`src/rtl/reflet_uart_loader_pkg.sv`:
```
// Shared constants, loader FSM states and baud divisor helper for the UART program loader.
package reflet_uart_loader_pkg;

   localparam logic [7:0] SYNC_BYTE = 8'hA5;
   localparam logic [7:0] ACK_BYTE  = 8'h06;
   localparam logic [7:0] NAK_BYTE  = 8'h15;

   typedef enum logic [2:0] {
      ST_IDLE,
      ST_LEN_L,
      ST_LEN_H,
      ST_ADDR_L,
      ST_ADDR_H,
      ST_DATA,
      ST_CSUM,
      ST_REPLY
   } state_t;

   function automatic int baud_divisor(input int clk_freq, input int baud_rate);
      return clk_freq / baud_rate;
   endfunction

endpackage

```
`src/rtl/reflet_uart_loader_if.sv`:
```
// Loader-side serial pins and system-bus write port; master = loader, slave = system/host side.
interface reflet_uart_loader_if #(
   parameter int wordsize = 16
);
   logic                rx;
   logic                tx;
   logic                cpu_hold;
   logic [wordsize-1:0] addr;
   logic [wordsize-1:0] data_out;
   logic                write_en;

   modport master (input rx, output tx, cpu_hold, addr, data_out, write_en);
   modport slave  (output rx, input tx, cpu_hold, addr, data_out, write_en);
endinterface

```
`src/rtl/reflet_loader_serial.sv`:
```
// 8N1 bit engine: rx sampler (byte-valid pulse one cycle after stop-bit sample) and tx shifter.
// tx_vld is only taken while tx_busy is low; tx_done pulses in the last cycle of the stop bit.
module reflet_loader_serial #(
   parameter int DIV = 10
) (
   input  logic       clk,
   input  logic       reset,
   input  logic       rx,
   output logic [7:0] rx_dat,
   output logic       rx_vld,
   output logic       rx_ferr,
   input  logic [7:0] tx_dat,
   input  logic       tx_vld,
   output logic       tx_busy,
   output logic       tx_done,
   output logic       tx
);
   localparam int CW = $clog2(DIV);
   localparam logic [CW-1:0] CNT_LAST = CW'(DIV - 1);
   localparam logic [CW-1:0] CNT_MID  = CW'(DIV / 2);

   logic          rx_s1_q, rx_s2_q, rx_s3_q;
   logic          rx_busy_q, rx_busy_d;
   logic [CW-1:0] rx_cnt_q, rx_cnt_d;
   logic [3:0]    rx_bit_q, rx_bit_d;
   logic [7:0]    rx_shift_q, rx_shift_d;
   logic          rx_vld_q, rx_vld_d;
   logic          rx_ferr_q, rx_ferr_d;

   logic          tx_busy_q, tx_busy_d;
   logic [CW-1:0] tx_cnt_q, tx_cnt_d;
   logic [3:0]    tx_bit_q, tx_bit_d;
   logic [9:0]    tx_shift_q, tx_shift_d;
   logic          tx_done_c;

   // rx_cnt_q tracks cycles since the detected falling edge, modulo one bit time
   always_comb begin
      rx_busy_d  = rx_busy_q;
      rx_cnt_d   = rx_cnt_q;
      rx_bit_d   = rx_bit_q;
      rx_shift_d = rx_shift_q;
      rx_vld_d   = 1'b0;
      rx_ferr_d  = 1'b0;
      if (!rx_busy_q) begin
         if (rx_s3_q && !rx_s2_q) begin
            rx_busy_d = 1'b1;
            rx_cnt_d  = CW'(1);
            rx_bit_d  = 4'd0;
         end
      end else begin
         rx_cnt_d = (rx_cnt_q == CNT_LAST) ? '0 : rx_cnt_q + 1'b1;
         if (rx_cnt_q == CNT_LAST)
            rx_bit_d = rx_bit_q + 1'b1;
         if (rx_cnt_q == CNT_MID) begin
            if (rx_bit_q == 4'd0) begin
               if (rx_s2_q)
                  rx_busy_d = 1'b0;
            end else if (rx_bit_q == 4'd9) begin
               rx_busy_d = 1'b0;
               rx_vld_d  = 1'b1;
               rx_ferr_d = !rx_s2_q;
            end else begin
               rx_shift_d = {rx_s2_q, rx_shift_q[7:1]};
            end
         end
      end
   end

   always_comb begin
      tx_busy_d  = tx_busy_q;
      tx_cnt_d   = tx_cnt_q;
      tx_bit_d   = tx_bit_q;
      tx_shift_d = tx_shift_q;
      tx_done_c  = 1'b0;
      if (!tx_busy_q) begin
         if (tx_vld) begin
            tx_busy_d  = 1'b1;
            tx_cnt_d   = '0;
            tx_bit_d   = 4'd0;
            tx_shift_d = {1'b1, tx_dat, 1'b0};
         end
      end else if (tx_cnt_q == CNT_LAST) begin
         tx_cnt_d   = '0;
         tx_shift_d = {1'b1, tx_shift_q[9:1]};
         if (tx_bit_q == 4'd9) begin
            tx_busy_d = 1'b0;
            tx_done_c = 1'b1;
         end else begin
            tx_bit_d = tx_bit_q + 1'b1;
         end
      end else begin
         tx_cnt_d = tx_cnt_q + 1'b1;
      end
   end

   always_ff @(posedge clk or posedge reset) begin
      if (reset) begin
         rx_s1_q    <= 1'b1;
         rx_s2_q    <= 1'b1;
         rx_s3_q    <= 1'b1;
         rx_busy_q  <= 1'b0;
         rx_cnt_q   <= '0;
         rx_bit_q   <= 4'd0;
         rx_shift_q <= 8'h00;
         rx_vld_q   <= 1'b0;
         rx_ferr_q  <= 1'b0;
         tx_busy_q  <= 1'b0;
         tx_cnt_q   <= '0;
         tx_bit_q   <= 4'd0;
         tx_shift_q <= '1;
      end else begin
         rx_s1_q    <= rx;
         rx_s2_q    <= rx_s1_q;
         rx_s3_q    <= rx_s2_q;
         rx_busy_q  <= rx_busy_d;
         rx_cnt_q   <= rx_cnt_d;
         rx_bit_q   <= rx_bit_d;
         rx_shift_q <= rx_shift_d;
         rx_vld_q   <= rx_vld_d;
         rx_ferr_q  <= rx_ferr_d;
         tx_busy_q  <= tx_busy_d;
         tx_cnt_q   <= tx_cnt_d;
         tx_bit_q   <= tx_bit_d;
         tx_shift_q <= tx_shift_d;
      end
   end

   assign rx_dat  = rx_shift_q;
   assign rx_vld  = rx_vld_q;
   assign rx_ferr = rx_ferr_q;
   assign tx_busy = tx_busy_q;
   assign tx_done = tx_done_c;
   assign tx      = tx_shift_q[0];
endmodule

```
`src/rtl/reflet_uart_loader.sv`:
```
// UART program loader: parses SYNC/LEN/ADDR/data[/CSUM] frames, writes bytes to the bus, replies ACK/NAK.
// REFLET_LOADER_CHECKSUM_EN adds a trailing checksum byte; without it every well-framed frame is ACKed.
module reflet_uart_loader
   import reflet_uart_loader_pkg::*;
#(
   parameter int wordsize  = 16,
   parameter int clk_freq  = 96000,
   parameter int baud_rate = 9600
) (
   input logic                  clk,
   input logic                  reset,
   reflet_uart_loader_if.master bus
);
   localparam int DIV = baud_divisor(clk_freq, baud_rate);

   logic [7:0] rx_dat;
   logic       rx_vld, rx_ferr;
   logic       tx_busy, tx_done, tx_line;
   logic       tx_vld_c;
   logic [7:0] tx_dat_c;
   logic       body_done;

   state_t              state_q, state_d;
   logic [15:0]         len_q, len_d;
   logic [wordsize-1:0] ptr_q, ptr_d;
   logic [wordsize-1:0] addr_q, addr_d;
   logic [wordsize-1:0] data_q, data_d;
   logic                we_q, we_d;
   logic                hold_q, hold_d;
   logic [7:0]          sum_q, sum_d;

   reflet_loader_serial #(.DIV(DIV)) u_serial (
      .clk     (clk),
      .reset   (reset),
      .rx      (bus.rx),
      .rx_dat  (rx_dat),
      .rx_vld  (rx_vld),
      .rx_ferr (rx_ferr),
      .tx_dat  (tx_dat_c),
      .tx_vld  (tx_vld_c && !tx_busy),
      .tx_busy (tx_busy),
      .tx_done (tx_done),
      .tx      (tx_line)
   );

   always_comb begin
      state_d   = state_q;
      len_d     = len_q;
      ptr_d     = ptr_q;
      addr_d    = addr_q;
      data_d    = data_q;
      we_d      = 1'b0;
      hold_d    = hold_q;
      sum_d     = sum_q;
      tx_vld_c  = 1'b0;
      tx_dat_c  = ACK_BYTE;
      body_done = 1'b0;
      case (state_q)
         ST_IDLE: begin
            if (rx_vld && !rx_ferr && rx_dat == SYNC_BYTE) begin
               state_d = ST_LEN_L;
               hold_d  = 1'b1;
               sum_d   = 8'h00;
            end
         end
         ST_REPLY: begin
            if (tx_done) begin
               state_d = ST_IDLE;
               hold_d  = 1'b0;
            end
         end
         default: begin
            if (rx_vld && rx_ferr) begin
               // Abort mid-frame; bytes already written to memory stay written
               state_d  = ST_REPLY;
               tx_vld_c = 1'b1;
               tx_dat_c = NAK_BYTE;
            end else if (rx_vld) begin
               sum_d = sum_q + rx_dat;
               case (state_q)
                  ST_LEN_L: begin
                     len_d[7:0] = rx_dat;
                     state_d    = ST_LEN_H;
                  end
                  ST_LEN_H: begin
                     len_d[15:8] = rx_dat;
                     state_d     = ST_ADDR_L;
                  end
                  ST_ADDR_L: begin
                     ptr_d   = wordsize'(rx_dat);
                     state_d = ST_ADDR_H;
                  end
                  ST_ADDR_H: begin
                     ptr_d = wordsize'({rx_dat, ptr_q[7:0]});
                     if (len_q == 16'd0)
                        body_done = 1'b1;
                     else
                        state_d = ST_DATA;
                  end
                  ST_DATA: begin
                     we_d   = 1'b1;
                     addr_d = ptr_q;
                     data_d = wordsize'(rx_dat);
                     ptr_d  = ptr_q + 1'b1;
                     len_d  = len_q - 1'b1;
                     if (len_q == 16'd1)
                        body_done = 1'b1;
                  end
                  ST_CSUM: begin
                     state_d  = ST_REPLY;
                     tx_vld_c = 1'b1;
                     tx_dat_c = (rx_dat == sum_q) ? ACK_BYTE : NAK_BYTE;
                  end
                  default: ;
               endcase
            end
         end
      endcase
      if (body_done) begin
`ifdef REFLET_LOADER_CHECKSUM_EN
         state_d = ST_CSUM;
`else
         state_d  = ST_REPLY;
         tx_vld_c = 1'b1;
         tx_dat_c = ACK_BYTE;
`endif
      end
   end

   always_ff @(posedge clk or posedge reset) begin
      if (reset) begin
         state_q <= ST_IDLE;
         len_q   <= 16'd0;
         ptr_q   <= '0;
         addr_q  <= '0;
         data_q  <= '0;
         we_q    <= 1'b0;
         hold_q  <= 1'b0;
         sum_q   <= 8'h00;
      end else begin
         state_q <= state_d;
         len_q   <= len_d;
         ptr_q   <= ptr_d;
         addr_q  <= addr_d;
         data_q  <= data_d;
         we_q    <= we_d;
         hold_q  <= hold_d;
         sum_q   <= sum_d;
      end
   end

   assign bus.tx       = tx_line;
   assign bus.cpu_hold = hold_q;
   assign bus.addr     = addr_q;
   assign bus.data_out = data_q;
   assign bus.write_en = we_q;
endmodule

```
`src/flat_wrapper.sv`:
```
// flat-port wrapper written by rule: the top's interface ports become plain ports
module reflet_uart_loader_flat import reflet_uart_loader_pkg::*;
#(
   parameter int wordsize  = 16,
   parameter int clk_freq  = 96000,
   parameter int baud_rate = 9600
)
  (clk, reset, bus_rx, bus_tx, bus_cpu_hold, bus_addr, bus_data_out, bus_write_en);
  reflet_uart_loader_if #(.wordsize(wordsize)) bus_i ();
  input logic clk;
  input logic reset;
  input wire logic [$bits(bus_i.rx)-1:0] bus_rx;
  output wire logic [$bits(bus_i.tx)-1:0] bus_tx;
  output wire logic [$bits(bus_i.cpu_hold)-1:0] bus_cpu_hold;
  output wire logic [$bits(bus_i.addr)-1:0] bus_addr;
  output wire logic [$bits(bus_i.data_out)-1:0] bus_data_out;
  output wire logic [$bits(bus_i.write_en)-1:0] bus_write_en;
  assign bus_i.rx = bus_rx;
  assign bus_tx = bus_i.tx;
  assign bus_cpu_hold = bus_i.cpu_hold;
  assign bus_addr = bus_i.addr;
  assign bus_data_out = bus_i.data_out;
  assign bus_write_en = bus_i.write_en;
  reflet_uart_loader #(.wordsize(wordsize), .clk_freq(clk_freq), .baud_rate(baud_rate)) u_core (.clk(clk), .reset(reset), .bus(bus_i));
endmodule
```
`config.mk`:
```
export PLATFORM = sky130hd
export DESIGN_NAME = reflet_uart_loader_flat
export DESIGN_NICKNAME = d
export VERILOG_FILES = /design/src/rtl/reflet_uart_loader_pkg.sv /design/src/rtl/reflet_uart_loader_if.sv /design/src/rtl/reflet_loader_serial.sv /design/src/rtl/reflet_uart_loader.sv /design/src/flat_wrapper.sv
export SDC_FILE = /design/constraint.sdc
export NUM_CORES = 1
export LEC_CHECK = 0
export CORE_ASPECT_RATIO = 1.5
export CORE_MARGIN = 3
export CORE_UTILIZATION = 50
export CTS_CLUSTER_SIZE = 28
export DETAILED_ROUTE_END_ITERATION = 10
export PLACE_DENSITY_LB_ADDON = 0.1
export SLEW_MARGIN = 5
export SYNTH_ARGS = -nofsm -noshare
export SYNTH_HDL_FRONTEND = slang
export SYNTH_SLANG_ARGS = --single-unit
```
`constraint.sdc`:
```
create_clock -name clk -period 10.1 [get_ports clk]
set_input_delay 3.03 -clock clk [delete_from_list [all_inputs] [get_ports clk]]
set_output_delay 3.03 -clock clk [all_outputs]
set_load 0.05 [all_outputs]
```
Word-level counts from Yosys, hierarchy flattened
Index checks and enable logic that the tools add are counted.
{"block": "op_classes", "add_sub_neg": 7, "n_eq_ne": 24, "muxes": 75, "bitwise_logic": 6, "n_reduce_logical": 34}
{"cell": "2-to-1 mux 8 bit", "n": 8}
{"cell": "2-to-1 mux 4 bit", "n": 12}
{"cell": "one-hot mux 16 bit (3 select lines)", "n": 1}
{"cell": "one-hot mux 8 bit (2 select lines)", "n": 3}
{"cell": "2-to-1 mux 1 bit", "n": 37}
{"cell": "2-to-1 mux 10 bit", "n": 3}
{"cell": "AND reduction 4 bit", "n": 6}
{"cell": "2-to-1 mux 3 bit", "n": 6}
{"cell": "adder 16 x 1 -> 16 bit (second input constant)", "n": 1}
{"cell": "adder 4 x 1 -> 4 bit (second input constant)", "n": 4}
{"cell": "== test 16 x 1 -> 1 bit (second input constant)", "n": 1}
{"cell": "== test 4 bit (second input constant)", "n": 4}
{"cell": "logical NOT 16 bit", "n": 1}
{"cell": "subtractor 16 x 1 -> 16 bit (second input constant)", "n": 1}
{"cell": "one-hot mux 3 bit (5 select lines)", "n": 1}
{"cell": "nonzero test 2 bit", "n": 7}
{"cell": "== test 3 bit (second input constant)", "n": 4}
{"cell": "AND reduction 5 bit", "n": 2}
{"cell": "nonzero test 9 bit", "n": 1}
{"cell": "adder 8 bit", "n": 1}
{"cell": "== test 8 bit", "n": 1}
{"cell": "== test 8 bit (second input constant)", "n": 1}
{"cell": "inequality test 2 x 1 -> 1 bit (second input constant)", "n": 4}
{"cell": "== test 3 x 2 -> 1 bit (second input constant)", "n": 2}
{"cell": "18 further kinds", "n": 34}
{"block": "word_totals", "reg_bits": 110, "input_bits": 3, "output_inout_bits": 35, "elab_cells": 169}

Logic depth before layout (Yosys ltp)
{"block": "depth", "word_depth": 10, "depth_mapped": 8, "mapped_depth_nobuf": 8}

Hierarchy
Synthesis repeated with hierarchy kept, for this count alone.
{"block": "hier_totals", "cells_unflattened": 628, "hier_area_um2": 6020.8}
{"module": "reflet_uart_loader", "n_inst": 1, "cells_each": 447, "area_each_um2": 4021.4, "seq_area_each_um2": 1726.7}
{"module": "reflet_loader_serial", "n_inst": 1, "cells_each": 181, "area_each_um2": 1999.4, "seq_area_each_um2": 1016.0}

Least setup slack after synthesis
OpenSTA, ideal clock, no wires.
{"block": "synth_path", "path_kind": "register -> output", "startpoint": "register u_core.u_serial.tx_shift_q[0]", "endpoint": "output port bus_tx", "t_arrival_ps": 669, "t_required_ps": 7070, "setup_slack_ps": 6401, "path_stages_with_launch": 1, "n_path_buf": 0, "cell_sequence": "dfstp_2"}
{"item": "from (decl)", "line_no": "reflet_loader_serial.sv:33", "text": "logic [9:0] tx_shift_q, tx_shift_d;"}
{"item": "from (signal assigned)", "line_no": "reflet_loader_serial.sv:124", "text": "tx_shift_q <= tx_shift_d;"}
{"item": "to (decl)", "line_no": "flat_wrapper.sv:13", "text": "output wire logic [$bits(bus_i.tx)-1:0] bus_tx;"}
No word-level cell between the ends.

Final worst setup path
{"block": "layout_path", "startpoint": "register u_core.u_serial.tx_shift_q[0]", "endpoint": "output port bus_tx"}
No word-level cell between the ends.

==> metrics.md <==
| Metric | Value |
|---|---|
| DP Area | 6357 um2 |
| Initial DRC Count | roughly 220 |
| Site row count | 48 |
| Post-synth cell types | 70 |
| Startpoint Class | register |
| Fillers | 1,033 |
| Boundary Pins | 38 |
| Hold_buf cts | 0 |
| N_diodes | 0 |
| Final cell count without fillers | around 800 |
| Worst hold path type | reg2reg |
| Die Area | 13,490 um2 |
| Total grt overflow | 0 |
| Largest net degree at the start of global routing | a little under 70 |
| Most frequent cell after synthesis | dfrtp_1 |
| Top-area cell type share of the netlist area | between 40% and 50% |
| Setup Buffers After CTS | 0 |
| Wire per inst | 17.46 um |
| Buffers on Ports | 29 |
| Delay-heaviest family, CP | buffers and inverters |
| Tightest Pin Transition | 1.156 ns |
| Slack of the worst reg-to-reg path | approximately 7.3 ns |
| Worst vdd ir | ~0.11 mV |
| Seq/Total Area, Yosys | 45.30% |
| Die height | 140.8 um |
| Setup Crit Path Kind | reg2out |
| CTS tree | built |
| Synth warn | 0 |
| FMAX | 0.2122 GHz |
| Area delta synth->final | 9.671% |
| Commonest register cell after synthesis | dfrtp_1 |
| Worst-Skew Late Latency | about 0.36 ns |
| Post-DRT Antenna Nets | 0 |
| Yosys top cell by area | dfrtp_1 |
| CP bufs+invs | 1 |
| Top cells by area, synth | dfrtp_1, mux2_2, dfstp_2 |
| Initial antenna violation count | 0 |
| Ys async rst share | 100.0% |
| Syn_area_per_cell | 9.703 um2 |
| Worst Path Required | 7.07 ns |
| Crit share post-route | 46.65% |
| Setup_tns | 0 ns |
| CTS Buffer Depth | 2 |
| Synthesized flop and latch total | 109 |
| Final instance area | 6640 um2 |
| Clk root buf | clkbuf_16 |
| Detail Placement HPWL | 9460 um |
| Hold slack final | 0.3578 ns |
| Width of the die | 95.85 um |
| Synthesized instance count | 624 |
| Post-Place Cells | 775 |
| Setup violations, final | 0 |
| Worst-path clk slew | 0.07 ns |
| Tot GR Track Use | 21.58% |
| Cell Pwr Density | 142.2 nW/um2 |
| Post-CTS resize count | 0 |
| Crit path from | u_core.u_serial.tx_shift_q[0] |
| EDFF count, synth | 0 |
| Crit path cell chain | clkdlybuf4s50_1 |
| Vias in the first global route | 4,776 |
| Hold Startpoint | u_core.u_serial.rx_s1_q |
| Fin. Hold Viols | 0 |
| Final cell utilization of the core | 56.99% |
| Final layout net count | between 600 and 700 |
| Max Cap Viol | 0 |
| Crit path max-delay cell type | clkdlybuf4s50_1 |
| Leakage | 0.002944 uW |
| Core area | between 10,000 and 15,000 um2 |
| Worst Path Max Fanout | 3 |
| Max stage delay on crit path | between 0.7 and 0.8 ns |
| Routed WL | 13,810 um |
| Crit end category | output port |
| RSZ-0062 raised after global routing | no |
| H-tree depth | 3 |
| Starting Density | around 52% |
| Share of layout cells above drive strength 1 | 13.42% |
| Via count | 4,677 |
| # DRC | 0 |
| Outcome | finished, final reports clean |
| Via/cell ratio | 5.913 |
| Sinks on Clock Net | about 110 |
| Synthesized cell area | 6055 um2 |
| Pins Over Slew Limit | 0 |
| Worst R2R Start | u_core.state_q[0] |
| First-pass GRT wire length | approximately 23,000 um |
| Clk_skew | approximately 0.01 ns |
| Worst slew margin | 22.60% |
| Crit path DAT | 1.68 ns |
| Top cells by instance count after synthesis | dfrtp_1, o21ai_0, nand2_1 |
| Final min period | between 4 and 5 ns |
| Cts bufs inserted | 9 |
| TritonRoute pass-1 iters | 5 |
| Routability Congestion | 0.8532 |
## final timing paths
path	depth (start not counted)	end
worst min register to register	0	u_core.u_serial.rx_s2_q
min in group asynchronous	2	u_core.u_serial.rx_bit_q[2]
worst max register to register	5	u_core.u_serial.tx_bit_q[1]
worst max-delay path	1	bus_tx
max in group asynchronous	3	u_core.u_serial.rx_vld
worst min-delay path	0	u_core.u_serial.rx_s2_q
## metal layers
metal / global-route usage [%] / up-vias / part of all wire, %
li1: - / 2276 / -
met1: 26.89 / 2288 / 44
met2: 35.34 / 82 / 50
met3: 3.310 / 31 / 3.1
met4: 11.77 / 0 / 3.3
met5: 0 / - / 0
## layout make-up
class / instances / area, um2 / area share (%)
multi-input cells: 459 / 3018 / 45.45
flip-flops and latches: 109 / 2743 / 41.30
repair buffers: 32 / 312.8 / 4.711
clock buffers: 10 / 229.0 / 3.448
well taps: 150 / 187.7 / 2.826
inverters: 25 / 96.34 / 1.451
clock inverters: 6 / 53.80 / 0.8103
## through the flow
step / worst slack, ns / power, uW
floorplan: 4.216 / 575.3
detailed placement: 5.296 / 608.2
finish: 5.388 / 944.1
global placement: 5.333 / 602.5
CTS: 5.372 / 955.1
global route: 5.347 / 986.9
## registers in the layout, indices dropped and copies added, names as in the netlist, 3 cells and up
signal                      count
u_core.bus.addr                16
u_core.len_q                   16
u_core.bus.data_out             8
u_core.u_serial.rx_bit_q        4
u_core.ptr_q                   16
u_core.state_q                  3
u_core.u_serial.rx_cnt_q        4
u_core.sum_q                    8
u_core.u_serial.tx_bit_q        4
u_core.u_serial.tx_cnt_q        4
u_core.u_serial.rx_dat          8
u_core.u_serial.tx_shift_q      9
## where the power goes
part	switching (uW)	internal (uW)
combinational	60.5	47.1
sequential	35.9	456
clock	172	173
total	269	676
## cell usage in the layout (no fill, tap or decap), drive strengths merged, types with 6 or more instances in the layout
cell type	Yosys	layout
o21ai	58	58
clkbuf	16	10
dfrtp	97	97
nor4	8	8
xor2	6	6
conb	1	8
a31oi	11	11
nand3	14	14
nand4	8	8
nand2	55	55
ha	21	21
inv	25	29
mux2	39	39
nor2b	6	6
dfstp	12	12
nor2	53	53
o211ai	8	8
clkdlybuf4s50	0	29
o22ai	7	7
nor3	17	17
and3	7	7
a21oi	40	40
o21a	7	7
a32oi	8	8
## logic make-up (layout without fill, tap and decap cells)
logic type	count (synthesis)	in the layout	share of synthesized area, %
fa+ha+maj	22	22	4.670
compound gates	179	179	18.72
mux	41	41	7.584
simple gates	200	200	17.07
other cells	1	8	0.06194
buf+inv	63	73	5.290
xor+xnor	9	9	1.302
flops	109	109	45.30
(Power assumes the default switching activity.)
